==> config.mk <==
export PLATFORM = sky130hd
export DESIGN_NAME = axi_w_to_stream
export DESIGN_NICKNAME = d
export VERILOG_FILES = /design/src/rtl/axi_tap_pkg.sv /design/src/rtl/axi_w_to_stream_fifo.sv /design/src/rtl/axi_w_to_stream.sv
export SDC_FILE = /design/constraint.sdc
export NUM_CORES = 2
export LEC_CHECK = 0
export CELL_PAD_IN_SITES_DETAIL_PLACEMENT = 1
export CELL_PAD_IN_SITES_GLOBAL_PLACEMENT = 1
export CORE_MARGIN = 2
export CORE_UTILIZATION = 40
export CTS_CLUSTER_DIAMETER = 60
export CTS_CLUSTER_SIZE = 24
export DETAILED_ROUTE_END_ITERATION = 6
export DONT_BUFFER_PORTS = 1
export GPL_TIMING_DRIVEN = 0
export PLACE_DENSITY_LB_ADDON = 0.1
export SKIP_CTS_REPAIR_TIMING = 1
export SLEW_MARGIN = 5
export SYNTH_ARGS = -nofsm -noshare
export SYNTH_HDL_FRONTEND = slang
export SYNTH_SLANG_ARGS = --single-unit
export TNS_END_PERCENT = 100
==> constraint.sdc <==
create_clock -name clk -period 8.35 [get_ports clk]
set_clock_uncertainty 0.15 [all_clocks]
set_input_delay 1.2525 -clock clk [delete_from_list [all_inputs] [get_ports clk]]
set_output_delay 1.2525 -clock clk [all_outputs]
set_load 0.005 [all_outputs]
==> src/rtl/axi_tap_pkg.sv <==
// Shared types and helpers for the AXI channel taps.
// Latency: n/a (types, constants and pure functions only).
// Backpressure: n/a.
package axi_tap_pkg;

  // Saturation ceiling of the 6-bit burst length report.
  localparam logic [5:0] LEN_MAX = 6'd63;

  // Widest data bus the strobe helper handles; callers size in/out with casts.
  localparam int MAX_DATA_WIDTH = 1024;

  // Burst tracking state; the encoding doubles as the burst_open flag.
  typedef enum logic {
    IDLE  = 1'b0,
    BURST = 1'b1
  } burst_state_t;

  // Zero every byte whose write strobe is low.
  function automatic logic [MAX_DATA_WIDTH-1:0] strb_mask(
    input logic [MAX_DATA_WIDTH-1:0]   data,
    input logic [MAX_DATA_WIDTH/8-1:0] strb
  );
    logic [MAX_DATA_WIDTH-1:0] res;
    res = '0;
    for (int i = 0; i < MAX_DATA_WIDTH/8; i++) begin
      if (strb[i]) res[i*8 +: 8] = data[i*8 +: 8];
    end
    return res;
  endfunction

  // Increment that sticks at LEN_MAX instead of wrapping.
  function automatic logic [5:0] len_inc(input logic [5:0] cnt);
    return (cnt == LEN_MAX) ? LEN_MAX : cnt + 6'd1;
  endfunction

endpackage

==> src/rtl/axi_w_to_stream_fifo.sv <==
// Single-clock tap FIFO holding strobe-masked W beats for the packetiser.
// Latency: an entry pushed at edge N is at the head after edge N.
// Backpressure: push ignored when full, pop ignored when empty; full/empty are registered-count compares.
module tap_fifo #(
  parameter int WIDTH = 129,
  parameter int DEPTH = 16
) (
  input  logic             clk,
  input  logic             resetn,
  input  logic             push,
  input  logic [WIDTH-1:0] push_data,
  input  logic             pop,
  output logic [WIDTH-1:0] head,
  output logic             full,
  output logic             empty
);

  localparam int AW = $clog2(DEPTH);
  localparam int CW = AW + 1;

  logic [WIDTH-1:0] mem [DEPTH];
  logic [AW-1:0]    wr_ptr;
  logic [AW-1:0]    rd_ptr;
  logic [CW-1:0]    count;
  logic             do_push;
  logic             do_pop;

  assign full    = (count == CW'(DEPTH));
  assign empty   = (count == '0);
  assign do_push = push & ~full;
  assign do_pop  = pop & ~empty;
  assign head    = mem[rd_ptr];

  // Storage; cleared on reset so the head reads zero while the FIFO is empty after reset.
  always_ff @(posedge clk or negedge resetn) begin
    if (!resetn) begin
      for (int i = 0; i < DEPTH; i++) mem[i] <= '0;
    end else if (do_push) begin
      mem[wr_ptr] <= push_data;
    end
  end

  // Pointers wrap naturally at the power-of-two depth; count tracks occupancy.
  always_ff @(posedge clk or negedge resetn) begin
    if (!resetn) begin
      wr_ptr <= '0;
      rd_ptr <= '0;
      count  <= '0;
    end else begin
      if (do_push) wr_ptr <= wr_ptr + AW'(1);
      if (do_pop)  rd_ptr <= rd_ptr + AW'(1);
      case ({do_push, do_pop})
        2'b10:   count <= count + CW'(1);
        2'b01:   count <= count - CW'(1);
        default: count <= count;
      endcase
    end
  end

endmodule

==> src/rtl/axi_w_to_stream.sv <==
// W-channel tap: forwards AXI4 W beats untouched and copies each accepted beat to a stream.
// Latency: passthrough is combinational; a tapped beat appears on the stream one cycle after acceptance.
// Backpressure: a full tap FIFO stalls the W channel; stream ready has no combinational path to AXIS_wready.
module axi_w_to_stream
  import axi_tap_pkg::*;
#(
  parameter int DATA_WIDTH = 128,
  parameter int USER_WIDTH = 64,
  parameter int FIFO_DEPTH = 16
) (
  input  logic                    clk,
  input  logic                    resetn,
  input  logic                    ready,
  output logic                    valid,
  output logic                    in_progress,
  output logic                    last,
  output logic [DATA_WIDTH-1:0]   data,
  output logic [5:0]              submodule_transaction_length,
  input  logic [DATA_WIDTH-1:0]   AXIS_wdata,
  input  logic [DATA_WIDTH/8-1:0] AXIS_wstrb,
  input  logic                    AXIS_wlast,
  input  logic [USER_WIDTH-1:0]   AXIS_wuser,
  input  logic                    AXIS_wvalid,
  output logic                    AXIS_wready,
  output logic [DATA_WIDTH-1:0]   AXIM_wdata,
  output logic [DATA_WIDTH/8-1:0] AXIM_wstrb,
  output logic                    AXIM_wlast,
  output logic [USER_WIDTH-1:0]   AXIM_wuser,
  output logic                    AXIM_wvalid,
  input  logic                    AXIM_wready
);

  typedef struct packed {
    logic                  last;
    logic [DATA_WIDTH-1:0] data;
  } tap_entry_t;

  tap_entry_t   push_entry;
  tap_entry_t   head_entry;
  logic         full;
  logic         empty;
  logic         acc;
  logic         pop;
  burst_state_t state;
  burst_state_t state_next;
  logic [5:0]   beat_cnt;

  assign AXIM_wdata  = AXIS_wdata;
  assign AXIM_wstrb  = AXIS_wstrb;
  assign AXIM_wlast  = AXIS_wlast;
  assign AXIM_wuser  = AXIS_wuser;
  assign AXIM_wvalid = AXIS_wvalid & ~full & resetn;
  assign AXIS_wready = AXIM_wready & ~full & resetn;

  // Upstream acceptance coincides exactly with the downstream handshake.
  assign acc = AXIS_wvalid & AXIS_wready;
  assign pop = valid & ready;

  assign push_entry = '{
    last: AXIS_wlast,
    data: DATA_WIDTH'(strb_mask(MAX_DATA_WIDTH'(AXIS_wdata), (MAX_DATA_WIDTH/8)'(AXIS_wstrb)))
  };

  tap_fifo #(
    .WIDTH ($bits(tap_entry_t)),
    .DEPTH (FIFO_DEPTH)
  ) u_fifo (
    .clk       (clk),
    .resetn    (resetn),
    .push      (acc),
    .push_data (push_entry),
    .pop       (pop),
    .head      (head_entry),
    .full      (full),
    .empty     (empty)
  );

  assign valid       = ~empty;
  assign data        = head_entry.data;
  assign last        = head_entry.last;
  assign in_progress = (state == BURST) | ~empty;

  // Burst state register; reset mid-burst drops back to IDLE.
  always_ff @(posedge clk or negedge resetn) begin
    if (!resetn) state <= IDLE;
    else         state <= state_next;
  end

  // Open a burst on a non-last beat, close it on the last; single-beat bursts stay IDLE.
  always_comb begin
    state_next = state;
    if (acc) state_next = AXIS_wlast ? IDLE : BURST;
  end

  // Count beats of the open burst and publish the saturated total when it closes.
  always_ff @(posedge clk or negedge resetn) begin
    if (!resetn) begin
      beat_cnt                     <= '0;
      submodule_transaction_length <= '0;
    end else if (acc) begin
      if (AXIS_wlast) begin
        submodule_transaction_length <= len_inc(beat_cnt);
        beat_cnt                     <= '0;
      end else begin
        beat_cnt <= len_inc(beat_cnt);
      end
    end
  end

endmodule

==> impl_results.md <==
* Detail Route Antenna Nets at 0
* Multi-input gate area at 34,500 sq um
* I/O pin count at 562
* Final Cycle Share at 0.885
* Wire length on met3 at 26,500 microns
* Clock Path Buffers at 3
* DRT met1 WL at 162,000 microns
* Clk network pwr share at 0.255
* Row count at 177
* Vias at 69,400
* Post-Syn Area at 93,000 sq um
* Setup TNS at 0 ns
* Hold Path Class: in2async
* All-Layer GR Usage at 0.325
* Syn_nets at 8,500
* Hold slack at 0.149 ns
* Syn_area_per_cell at 11.2 sq um
* Clk pin slew, worst setup/hold paths at 0.10 ns
* Skew-Pair Late Insertion Delay at 0.85 ns
* Finished Layout Cells at 11,700
* PwrDens at 344 nW/um^2
* Switch share at 0.392
* Register Area at 52,300 sq um
* Starting Density at 0.401
* Vias per cell at 5.93
* Violated checks: capacitance limit, slew limit
* Tot Pwr at 0.0358 W
* First-pass GRT wire length at 546,000 microns
* CTS Root Cell: clkbuf_16
* Largest net degree at the start of global routing at 263
* Routed wire length at 384,000 microns
* CTS Buf Count at 171
* Pre-antenna DRT Iters at 5
* CP Launch Type: register
* Crit path max fanout at 11
* Share of cells above drive strength 1 at 0.196
* Synth warnings at 0
* Crit end category: output port
* LEAKAGE at 45.5 nW
* Layout fillers at 24,700
* Die X at 486 microns
* Fin. Hold Viols at 0
* Sinks on Clock Net at 2,090
* CTS tree: yes
* Outcome: finished with violations
* Die footprint at 236,000 sq um
* Fmax at 135 MHz
* GPL Wtd Cong at 0.858
* Placed wire-length estimate at 261,000 microns
* Library cells used by synthesis at 50
* Fin util at 0.448
* H-tree depth at 4
* Critical path arrival at 5.99 ns
* Post-placement cell count at 11,300
* Metal2 WL at 176,000 microns
* Number of global-route vias before repair at 71,700
* Rel. slew slack at -0.0383
* Post-layout min period at 7.39 ns
* CP Class: reg2out
* Initial antenna violation count at 35
* DR top layer: met5
* Max Cap Viol at 1
* Drt first-iter violations at 6,421
* Setup-failing EPs final at 0
* Reg-to-Reg Start: u_fifo.rd_ptr[0]
* Worst vdd ir at 0.000246 V
* #FFs+latches synth at 2,090
* Gr ovfl total at 0
* IO buf count at 0
* Comb pwr share at 0.342
* Seq pwr share at 0.403
* Residual DRC count at 0
* Slew @ Worst Pin at 1.56 ns
* Die span in y at 486 microns
* Pint at 0.0217 W
* Worst setup startpoint: u_fifo.rd_ptr[1]
* Post-synthesis cell count at 8,277
* Switching power total at 0.0140 W
* Area grow syn2layout at 11.7%
* Routed len/inst at 32.9 microns
* Fin. max-slew vios at 11
* RSZ-0062 raised after global routing: false
* Register area share after synthesis at 0.562
* Nets@finish at 8,701
* Critical Path RT at 6.95 ns
* Core Footprint at 232,000 sq um
[synth_stat cells (all sizes together)]
cell type     n  area share
nand2      2212       0.089
dfrtp      2090        0.56
o21ai      2055        0.11
buf         721       0.056
mux4        569        0.14
clkbuf      255       0.010
mux2i        85      0.0091
a21oi        56      0.0030
nor2b        39      0.0026
a211oi       37      0.0030
o221ai       26      0.0024
mux2         18      0.0022
o2111ai      17      0.0039
o22ai        13     0.00087
nor2         10     0.00040
ha            9      0.0012
xnor2         8     0.00075
and3          7     0.00047
xor2          6     0.00057
a31oi         5     0.00034
and2          5     0.00034
inv           5     0.00020
o31ai         5     0.00040
nand2b        3     0.00020
o21a          3     0.00024
nand3         2     0.00011
nand4         2     0.00013
a2bb2oi       1    0.000094
a311oi        1    0.000094
a31o          1    0.000094
and2b         1    0.000081
and3b         1    0.000094
clkinv        1    0.000040
nor3          1    0.000054
nor4b         1    0.000094
o211a         1     0.00011
o21bai        1    0.000081
o22a          1    0.000094
or2           1    0.000067
or3           1    0.000067
or4           1     0.00012
[through the flow]
| stage | setup WS (ns) | cell area [sq um] |
|---|---|---|
| floorplan | 4.45 | 93000 |
| global placement | 1.45 | 96800 |
| CTS | 0.989 | 104000 |
| detailed placement | 1.93 | 97500 |
| finish | 0.958 | 104000 |
| global route | 1.03 | 104000 |
[sequential cells by signal (all words and copies together), names as in the netlist]
register and flops:
beat_cnt 6, state 1, submodule_transaction_length 6, u_fifo.count 5, u_fifo.mem 2064, u_fifo.rd_ptr 4
u_fifo.wr_ptr 4
[worst max-delay path: stages, from the launching register on]
cell and delay [ns]:
dfrtp_1 0.37, buf_2 0.45, buf_4 0.49, buf_2 0.70, nand2_1 0.74, clkbuf_1 0.75
o221ai_1 0.67, o22ai_1 0.17, a21oi_1 0.74
[placed cells by master (no fill, tap or decap), types with 7 or more instances in the layout]
| cell type | n |
|---|---|
| buf_12 | 8 |
| nor2_1 | 10 |
| buf_2 | 246 |
| o21ai_0 | 1894 |
| ha_1 | 9 |
| o21ai_1 | 161 |
| xnor2_1 | 8 |
| inv_8 | 26 |
| o22ai_1 | 13 |
| clkinvlp_4 | 13 |
| a211oi_1 | 37 |
| buf_6 | 123 |
| dfrtp_1 | 2090 |
| buf_4 | 338 |
| nand2_1 | 2212 |
| mux2i_1 | 85 |
| nor2b_1 | 39 |
| clkbuf_2 | 26 |
| bufinv_16 | 8 |
| clkinv_8 | 36 |
| buf_16 | 20 |
| and3_1 | 7 |
| inv_12 | 11 |
| inv_6 | 26 |
| a21oi_1 | 56 |
| o2111ai_4 | 10 |
| diode_2 | 20 |
| o221ai_1 | 26 |
| clkbuf_1 | 235 |
| mux2_2 | 18 |
| clkbuf_16 | 174 |
| buf_1 | 13 |
| mux4_2 | 569 |
[cell families after synthesis]
group                    count (synthesis)  synth area share
XOR/XNOR                                14           0.00132
flip-flops                            2090             0.562
AND/OR/NAND/NOR                       2287            0.0941
multiplexers                           672             0.149
AO/OA/AOI/OAI                         2223             0.125
adder cells (fa/ha/maj)                  9           0.00121
buffers and inverters                  982            0.0665
[area by class of cell]
class	instances	share of cell area
Sequential cell	2090	0.504
Multi-Input combinational cell	5205	0.332
Buffer	976	0.0598
Clock buffer	187	0.0428
Tap cell	3043	0.0367
Clock inverter	137	0.0174
Timing Repair Buffer	28	0.00684
Antenna cell	20	0.000482
Inverter	6	0.000217
[final timing paths]
check,cells past startpoint,slack [ns],endpoint
max,8,0.96,data[120]
min,1,0.15,u_fifo.mem[1699]
max reg2reg,8,3.70,u_fifo.rd_ptr[3]
min reg2reg,2,0.33,u_fifo.mem[1567]
max in group asynchronous,5,3.88,u_fifo.mem[970]
min in group clk,2,0.33,u_fifo.mem[1567]
[power by group through the flow]
stage | Combinational (W) | Sequential [W] | Clock (W)
after floorplan | 0.00696 | 0.0140 | 0
after global placement | 0.0115 | 0.0144 | 0
after detailed placement | 0.0122 | 0.0146 | 0
final | 0.0122 | 0.0144 | 0.00912
after global routing | 0.0130 | 0.0147 | 0.00962
after CTS | 0.0122 | 0.0144 | 0.00924
[routing by layer]
metal | vias up | GRT usage
li1 | 28900 | -
met1 | 37500 | 0.444
met2 | 2342 | 0.501
met3 | 596 | 0.0629
met4 | 10 | 0.150
met5 | - | 0
Note: power is estimated with default switching activity, not from simulation.
